## src/rtl/uart_pkg.sv

```systemverilog
// Shared UART types and helpers for the RX/TX controllers.
package uart_pkg;

    localparam int DEFAULT_WORD_WIDTH = 8;
    localparam int OVERSAMPLING       = 16;

    typedef enum logic {
        PAR_EVEN = 1'b0,
        PAR_ODD  = 1'b1
    } par_mode_t;

    // FIFO entry carries the word plus its parity-error flag.
    function automatic int fifo_entry_width(input int word_width);
        return word_width + 1;
    endfunction

endpackage

```

## src/rtl/uart_sync_fifo.sv

```systemverilog
// Generic synchronous FIFO with flush; push data visible at head 1 cycle after push into empty.
// Backpressure: push dropped when full unless a pop happens the same cycle; pop on empty ignored.
module uart_sync_fifo #(
    parameter  int WIDTH = 9,
    parameter  int DEPTH = 8,
    localparam int AW    = $clog2(DEPTH),
    localparam int LW    = AW + 1
) (
    input  logic             clk,
    input  logic             rst_n,
    input  logic             push,
    input  logic [WIDTH-1:0] push_dat,
    input  logic             pop,
    input  logic             flush,
    output logic [WIDTH-1:0] head_dat,
    output logic             full,
    output logic             empty,
    output logic [LW-1:0]    level
);

    logic [WIDTH-1:0] mem [DEPTH];
    logic [LW-1:0]    wr_ptr;
    logic [LW-1:0]    rd_ptr;
    logic             do_push;
    logic             do_pop;

    // Pointers carry one extra wrap bit so full and empty are distinguishable.
    assign empty    = (wr_ptr == rd_ptr);
    assign full     = (wr_ptr[AW] != rd_ptr[AW]) && (wr_ptr[AW-1:0] == rd_ptr[AW-1:0]);
    assign level    = wr_ptr - rd_ptr;
    assign head_dat = mem[rd_ptr[AW-1:0]];
    assign do_pop   = pop & ~empty;
    assign do_push  = push & (~full | do_pop);

    always_ff @(posedge clk or negedge rst_n) begin
        if (!rst_n) begin
            wr_ptr <= '0;
            rd_ptr <= '0;
            for (int i = 0; i < DEPTH; i++) begin
                mem[i] <= '0;
            end
        end else if (flush) begin
            wr_ptr <= '0;
            rd_ptr <= '0;
        end else begin
            if (do_push) begin
                mem[wr_ptr[AW-1:0]] <= push_dat;
                wr_ptr              <= wr_ptr + 1'b1;
            end
            if (do_pop) begin
                rd_ptr <= rd_ptr + 1'b1;
            end
        end
    end

endmodule

```

## src/rtl/uart_rx_ctrl.sv

```systemverilog
// UART RX controller: parity check, receive FIFO, sticky errors, idle timeout, registered irq.
// Latency 1 from des_ready to rd_valid; full FIFO drops frames (overrun) unless popped same cycle.
module uart_rx_ctrl
    import uart_pkg::*;
#(
    parameter  int WORD_WIDTH    = DEFAULT_WORD_WIDTH,
    parameter  int FIFO_DEPTH    = 8,
    parameter  int TIMEOUT_TICKS = 640,
    localparam int LW            = $clog2(FIFO_DEPTH) + 1
) (
    input  logic                  clk,
    input  logic                  rst_n,
    input  logic                  tick,
    input  logic                  cfg_rx_en,
    input  logic                  cfg_parity_en,
    input  logic                  cfg_parity_odd,
    input  logic [LW-1:0]         cfg_thresh,
    input  logic                  flush,
    input  logic                  clr_err,
    output logic                  des_parity_en,
    input  logic                  des_ready,
    input  logic [WORD_WIDTH:0]   des_data,
    output logic                  rd_valid,
    input  logic                  rd_ready,
    output logic [WORD_WIDTH-1:0] rd_data,
    output logic                  rd_perr,
    output logic [LW-1:0]         level,
    output logic                  err_overrun,
    output logic                  err_parity,
    output logic                  timeout,
    output logic                  irq
);

    localparam int            EW    = fifo_entry_width(WORD_WIDTH);
    localparam int            TW    = $clog2(TIMEOUT_TICKS + 1);
    localparam logic [TW-1:0] T_MAX = TW'(TIMEOUT_TICKS);

    par_mode_t             par_mode;
    logic [WORD_WIDTH-1:0] word;
    logic                  pbit;
    logic                  perr;
    logic                  push_req;
    logic                  pop_req;
    logic                  fifo_full;
    logic                  fifo_empty;
    logic [EW-1:0]         head;
    logic [TW-1:0]         idle_cnt;
    logic                  thresh_hit;

    assign des_parity_en = cfg_parity_en;

    always_comb begin
        par_mode = cfg_parity_odd ? PAR_ODD : PAR_EVEN;
        word     = des_data[WORD_WIDTH:1];
        pbit     = 1'b0;
        perr     = 1'b0;
        if (cfg_parity_en) begin
            word = des_data[WORD_WIDTH-1:0];
            pbit = des_data[WORD_WIDTH];
            perr = (^word ^ pbit) != (par_mode == PAR_ODD);
        end
    end

    assign push_req = des_ready & cfg_rx_en;
    assign pop_req  = rd_ready & rd_valid;

    uart_sync_fifo #(
        .WIDTH (EW),
        .DEPTH (FIFO_DEPTH)
    ) u_fifo (
        .clk      (clk),
        .rst_n    (rst_n),
        .push     (push_req),
        .push_dat ({perr, word}),
        .pop      (rd_ready),
        .flush    (flush),
        .head_dat (head),
        .full     (fifo_full),
        .empty    (fifo_empty),
        .level    (level)
    );

    assign rd_valid           = ~fifo_empty;
    assign {rd_perr, rd_data} = head;

    // A new error event wins over a same-cycle clear.
    always_ff @(posedge clk or negedge rst_n) begin
        if (!rst_n) begin
            err_overrun <= 1'b0;
            err_parity  <= 1'b0;
        end else begin
            err_overrun <= (push_req & fifo_full & ~rd_ready & ~flush) | (err_overrun & ~clr_err);
            err_parity  <= (push_req & perr) | (err_parity & ~clr_err);
        end
    end

    always_ff @(posedge clk or negedge rst_n) begin
        if (!rst_n) begin
            idle_cnt <= '0;
        end else if (flush | push_req | pop_req | fifo_empty) begin
            idle_cnt <= '0;
        end else if (tick && idle_cnt != T_MAX) begin
            idle_cnt <= idle_cnt + 1'b1;
        end
    end

    assign timeout    = (idle_cnt == T_MAX);
    assign thresh_hit = (cfg_thresh != '0) && (level >= cfg_thresh);

    always_ff @(posedge clk or negedge rst_n) begin
        if (!rst_n) begin
            irq <= 1'b0;
        end else begin
            irq <= thresh_hit | timeout | err_overrun | err_parity;
        end
    end

endmodule
```

## config.mk

```make
export PLATFORM = sky130hd
export DESIGN_NAME = uart_rx_ctrl
export DESIGN_NICKNAME = d
export VERILOG_FILES = /design/src/rtl/uart_pkg.sv /design/src/rtl/uart_sync_fifo.sv /design/src/rtl/uart_rx_ctrl.sv
export SDC_FILE = /design/constraint.sdc
export NUM_CORES = 1
export LEC_CHECK = 0
export BUFFER_PORTS_ARGS = -buffer_cell sky130_fd_sc_hd__buf_2
export CORE_ASPECT_RATIO = 1.25
export CORE_UTILIZATION = 55
export DETAILED_ROUTE_END_ITERATION = 8
export GPL_TIMING_DRIVEN = 0
export MAX_ROUTING_LAYER = met4
export PLACE_DENSITY = 0.73
export SYNTH_ARGS = -nofsm -noshare
export SYNTH_HDL_FRONTEND = slang
export SYNTH_HIERARCHICAL = 1
export SYNTH_SLANG_ARGS = --single-unit
```

## constraint.sdc

```tcl
create_clock -name clk -period 6.5 [get_ports clk]
set_input_delay 1.95 -clock clk [delete_from_list [all_inputs] [get_ports clk]]
set_output_delay 1.95 -clock clk [all_outputs]
set_load 0.01 [all_outputs]
```

Yosys cells after proc, flatten, opt, wreduce, memory -nomap -nowiden
Cells that the tools add are included.

storage, ports and cells
  logic and storage cells = 79
  output and inout bits = 19
  register bits after elaboration = 93

operators by class
  muxes and demuxes = 15
  bitwise gates (word level) = 26
  $lt $le $gt $ge = 4
  add/sub/neg operators = 4
  equal/unequal tests = 6
  reductions and logical operators = 10

operator list
  cell                                                       number
  bitwise mux 72 bit                                         1
  binary-select mux 9 bit (select 3 bit)                     1
  demux 9 bit (select 3 bit)                                 1
  2-to-1 mux 9 bit                                           3
  2-to-1 mux 10 bit                                          2
  2-to-1 mux 4 bit                                           4
  adder 10 x 1 -> 10 bit (second input constant)             1
  == test 10 bit (second input constant)                     1
  != test 10 bit (second input constant)                     1
  AND 1 bit                                                  9
  bitwise OR 1 bit                                           9
  adder 4 x 1 -> 4 bit (second input constant)               2
  greater-or-equal comparator 4 bit (second input constant)  2
  2-to-1 mux 8 bit                                           1
  NOT 3 -> 4 bit                                             2
  parity 8 bit                                               1
  nonzero test 2 bit                                         3
  NOT 1 bit                                                  5
  == test 4 bit                                              1
  greater-or-equal comparator 4 bit                          1
  logical AND 1 bit                                          4
  < comparator 4 x 1 -> 1 bit (second input constant)        1
  nonzero test 4 bit                                         1
  subtractor 4 bit                                           1
  other kinds (5)                                            7

Longest topological paths before layout
  depth in word-level cells = 7
  mapped depth = 10

Cells and area by module
Netlist, hierarchy kept.

by module, submodules not included
  module          area an instance (sq um)  times used  cells each
  uart_sync_fifo  3,843.7                   1           266
  uart_rx_ctrl    950.9                     1           97

Worst setup path after synthesis
Ideal clock, no wire load.

  kind = input -> output
  from = in cfg_parity_en
  to = out des_parity_en
  data required time = 4,550 ps
  stages = 1
  slack = 2,481 ps
  data arrival time = 2,069 ps
  path through = buf_4

RTL lines
  what             line                text
  start, declared  uart_rx_ctrl.sv:15  input logic cfg_parity_en,
  end, declared    uart_rx_ctrl.sv:20  output logic des_parity_en,

No word-level cell between the ends.

Worst setup path after layout
  from = reg u_fifo.rd_ptr[2]
  to = out rd_valid

on the way
  word-level cells in the longest chain between the ends = 2

RTL lines
  what                    line                  text
  start, declared         uart_sync_fifo.sv:23  logic [LW-1:0] rd_ptr;
  start signal, assigned  uart_sync_fifo.sv:51  rd_ptr <= rd_ptr + 1'b1;
  == test 4 bit           uart_sync_fifo.sv:28  assign empty = (wr_ptr == rd_ptr);
  named net fifo_empty    uart_rx_ctrl.sv:45    logic fifo_empty;
  NOT 1 bit               uart_rx_ctrl.sv:83    assign rd_valid = ~fifo_empty;
  end, declared           uart_rx_ctrl.sv:23    output logic rd_valid,

The timed path passes the listed nets, and every way through them passes these cells.

==> flow_summary.yaml <==
run_status:
  status: "finished clean"
setup_path:
  endpoint_kind: "primary output"
  required_ns: 4.55
  arrival_ns: 2.81
  crit_buf_inv: 5
  crit_path_cell_trace: "clkbuf_1 > inv_1 > clkbuf_1 > ha_1 > nand3_1 > nor2_1 > inv_1 > buf_2"
  slowest_delay_ns: 0.44
  crit_family: "buffers and inverters"
  worstSetupPathType: "reg2out"
  critPathLaunchType: "flop"
  cp_max_fo: 10
  worst_path_max_delay_cell: "ha_1"
logic_synthesis:
  syn_area_per_cell_um2: 13.2
  synth-seq-area-share: 0.485
  synth_nets: 398
  yosys_warnings: 6
  syn_area_um2: 4790
  synth-seq-cells: 93
  ys_types: 43
  syn_inst: 363
sta:
  finalWorstSetupSlack_ns: 1.74
  whs_ns: 0.510
  setup_viol: 0
  fin_tns_setup_ns: 0
  finalHoldViolations: 0
  slew-limit-headroom: 0.442
  timing.fmax_ghz: 0.210
  slew_viol_final: 0
  rsz0062_at_grt: "no"
  max_slew.worst_pin.slew_ns: 0.836
  period_share: 0.733
  fin_crit_ns: 4.76
  clock_skew_ns: 0.00931
global_routing:
  overflow: 0
  antenna_found_initial: 0
  grt_pass1_wl_um: 15800
  grt_max_degree: 61
  grt_use_total: 0.240
  grt_pass1_vias: 3106
place:
  dpl_cell_area_um2: 5150
  hpwlAfterDp_um: 6690
  pre_cts_ws_ns: 2.08
  portBuffers: 40
  dp.cells: 501
  gp_congestion: 0.814
floorplanning:
  dieArea_um2: 9100
  die_w_um: 85.5
  ioPinCount: 42
  fp.dieH_um: 106
  core_um2: 8330
  fp-row-count: 37
  start_util: 0.575
cts:
  postCtsSetupRepairBufs: 0
  cts-root-buf: "clkbuf_8"
  path_clk_slew_ns: 0.09
  cts_max_level: 3
  numClockSinks: 93
  hold_buffers: 0
  clock_latency_ns: 0.36
  cts.path.max_buffers: 2
  cts_tree: "built"
  cts_resized: 0
  cts_buffers: 9
hold_path:
  hold_class: "reg2reg"
layout:
  layout.nets: 450
  layout_common_cells: "dfrtp_1, mux2_2, buf_2, nand2_1, nor2_1"
  layoutNonFillerInstCount: 517
  final_common_cell: "dfrtp_1"
  n_antenna_cell: 0
  synthToLayoutAreaGrowth_pct: 11.9
  finalInstanceArea_um2: 5370
  fill_cells: 629
  drive_gt1_frac: 0.414
route:
  firstDrtPassIters: 4
  final_antenna_net_count: 0
  initialDrtViolationCount: 128
  viasPerCell: 5.85
  wl_per_cell_um: 18.7
  route.detailed.drc: 0
  dr_total_vias: 3025
  drt_wl_total_um: 9670
pwr:
  p_leak_nw: 2.56
  ir_drop_mv: 0.146
  p_per_area_nw_per_um2: 259
run:
  drv_cap: 0
report_power, final:
| group | internal (mW) | total (mW) | switching, mW |
|---|---|---|---|
| combinational | 0.158 | 0.318 | 0.160 |
| clock | 0.204 | 0.413 | 0.209 |
| sequential | 0.631 | 0.659 | 0.0280 |
| total | 0.993 | 1.39 | 0.397 |
final timing paths:
check,startpoint,end,slack [ns],cells after the start
worst max-delay path,u_fifo/rd_ptr[2],rd_valid,1.74,8
worst min-delay path,u_fifo/mem[46],u_fifo/mem[46],0.51,1
worst max register to register,u_fifo/rd_ptr[2],u_fifo/mem[54],3.06,8
worst min register to register,u_fifo/mem[46],u_fifo/mem[46],0.51,1
max in group asynchronous,rst_n,u_fifo/mem[43],4.32,2
min in group asynchronous,rst_n,idle_cnt[9],1.53,1
through the flow:
| step | util | power (mW) |
|---|---|---|
| after floorplan | - | 0.883 |
| after global placement | 0.614 | 0.980 |
| after detailed placement | 0.618 | 0.993 |
| after CTS | 0.644 | 1.40 |
| after global routing | 0.644 | 1.46 |
| final | 0.644 | 1.39 |
cell families (layout without fill, tap and decap cells):
logic type,count (synthesis),in the layout,synth area share
AOI/OAI and AO/OA,17,17,0.0337
xor gates and xnor gates,26,26,0.0519
adders and majority gates,12,12,0.0329
buffers and inverters,27,84,0.0235
DFF,93,93,0.485
muxes,100,100,0.277
and+or+nand+nor,88,88,0.0960
metal layers:
layer | track usage | routed length (µm) | vias up
met5 | - | 0 | -
met4 | 0.0655 | 101 | 0
met3 | 0.0427 | 349 | 8
met2 | 0.398 | 4850 | 69
met1 | 0.307 | 4370 | 1558
li1 | - | - | 1390
Yosys cell counts (all sizes together):
library cell	n	area share
a21o	3	0.0047
a21oi	3	0.0031
a22o	1	0.0037
a31oi	1	0.0026
a32o	1	0.0021
and2	2	0.0031
and3	3	0.0039
and4	1	0.0018
and4bb	1	0.0026
buf	5	0.0063
clkbuf	6	0.0047
dfrtp	93	0.49
fa	1	0.0042
ha	11	0.029
inv	16	0.013
mux2	80	0.19
mux2i	2	0.0042
mux4	18	0.085
nand2	33	0.026
nand2b	1	0.0013
nand3	2	0.0021
nand4	5	0.0065
nor2	27	0.023
nor2b	1	0.0013
nor3	6	0.016
nor3b	1	0.0016
nor4	1	0.0013
o211ai	1	0.0016
o21ai	4	0.0042
o311ai	2	0.0073
o31ai	1	0.0044
or3	2	0.0026
or4	2	0.0031
xnor2	11	0.022
xnor3	1	0.0047
xor2	14	0.026
area by class of cell:
class                   instances  area [µm²]  area share
clock buffers                  11         151      0.0282
clock inverters                 5        67.6      0.0126
flip-flops and latches         93        2330       0.434
inverters                      16        60.1      0.0112
well taps                      97         121      0.0226
multi-input cells             243        2350       0.439
plain buffers                  11        52.6     0.00979
repair buffers                 41         230      0.0429
sequential cells by signal, summed over array words and instances (netlist names):
register       cells
err_parity         1
u_fifo/mem        72
idle_cnt          10
u_fifo/wr_ptr      4
u_fifo/rd_ptr      4
err_overrun        1
irq                1
Power figures use the tool's default switching activity.
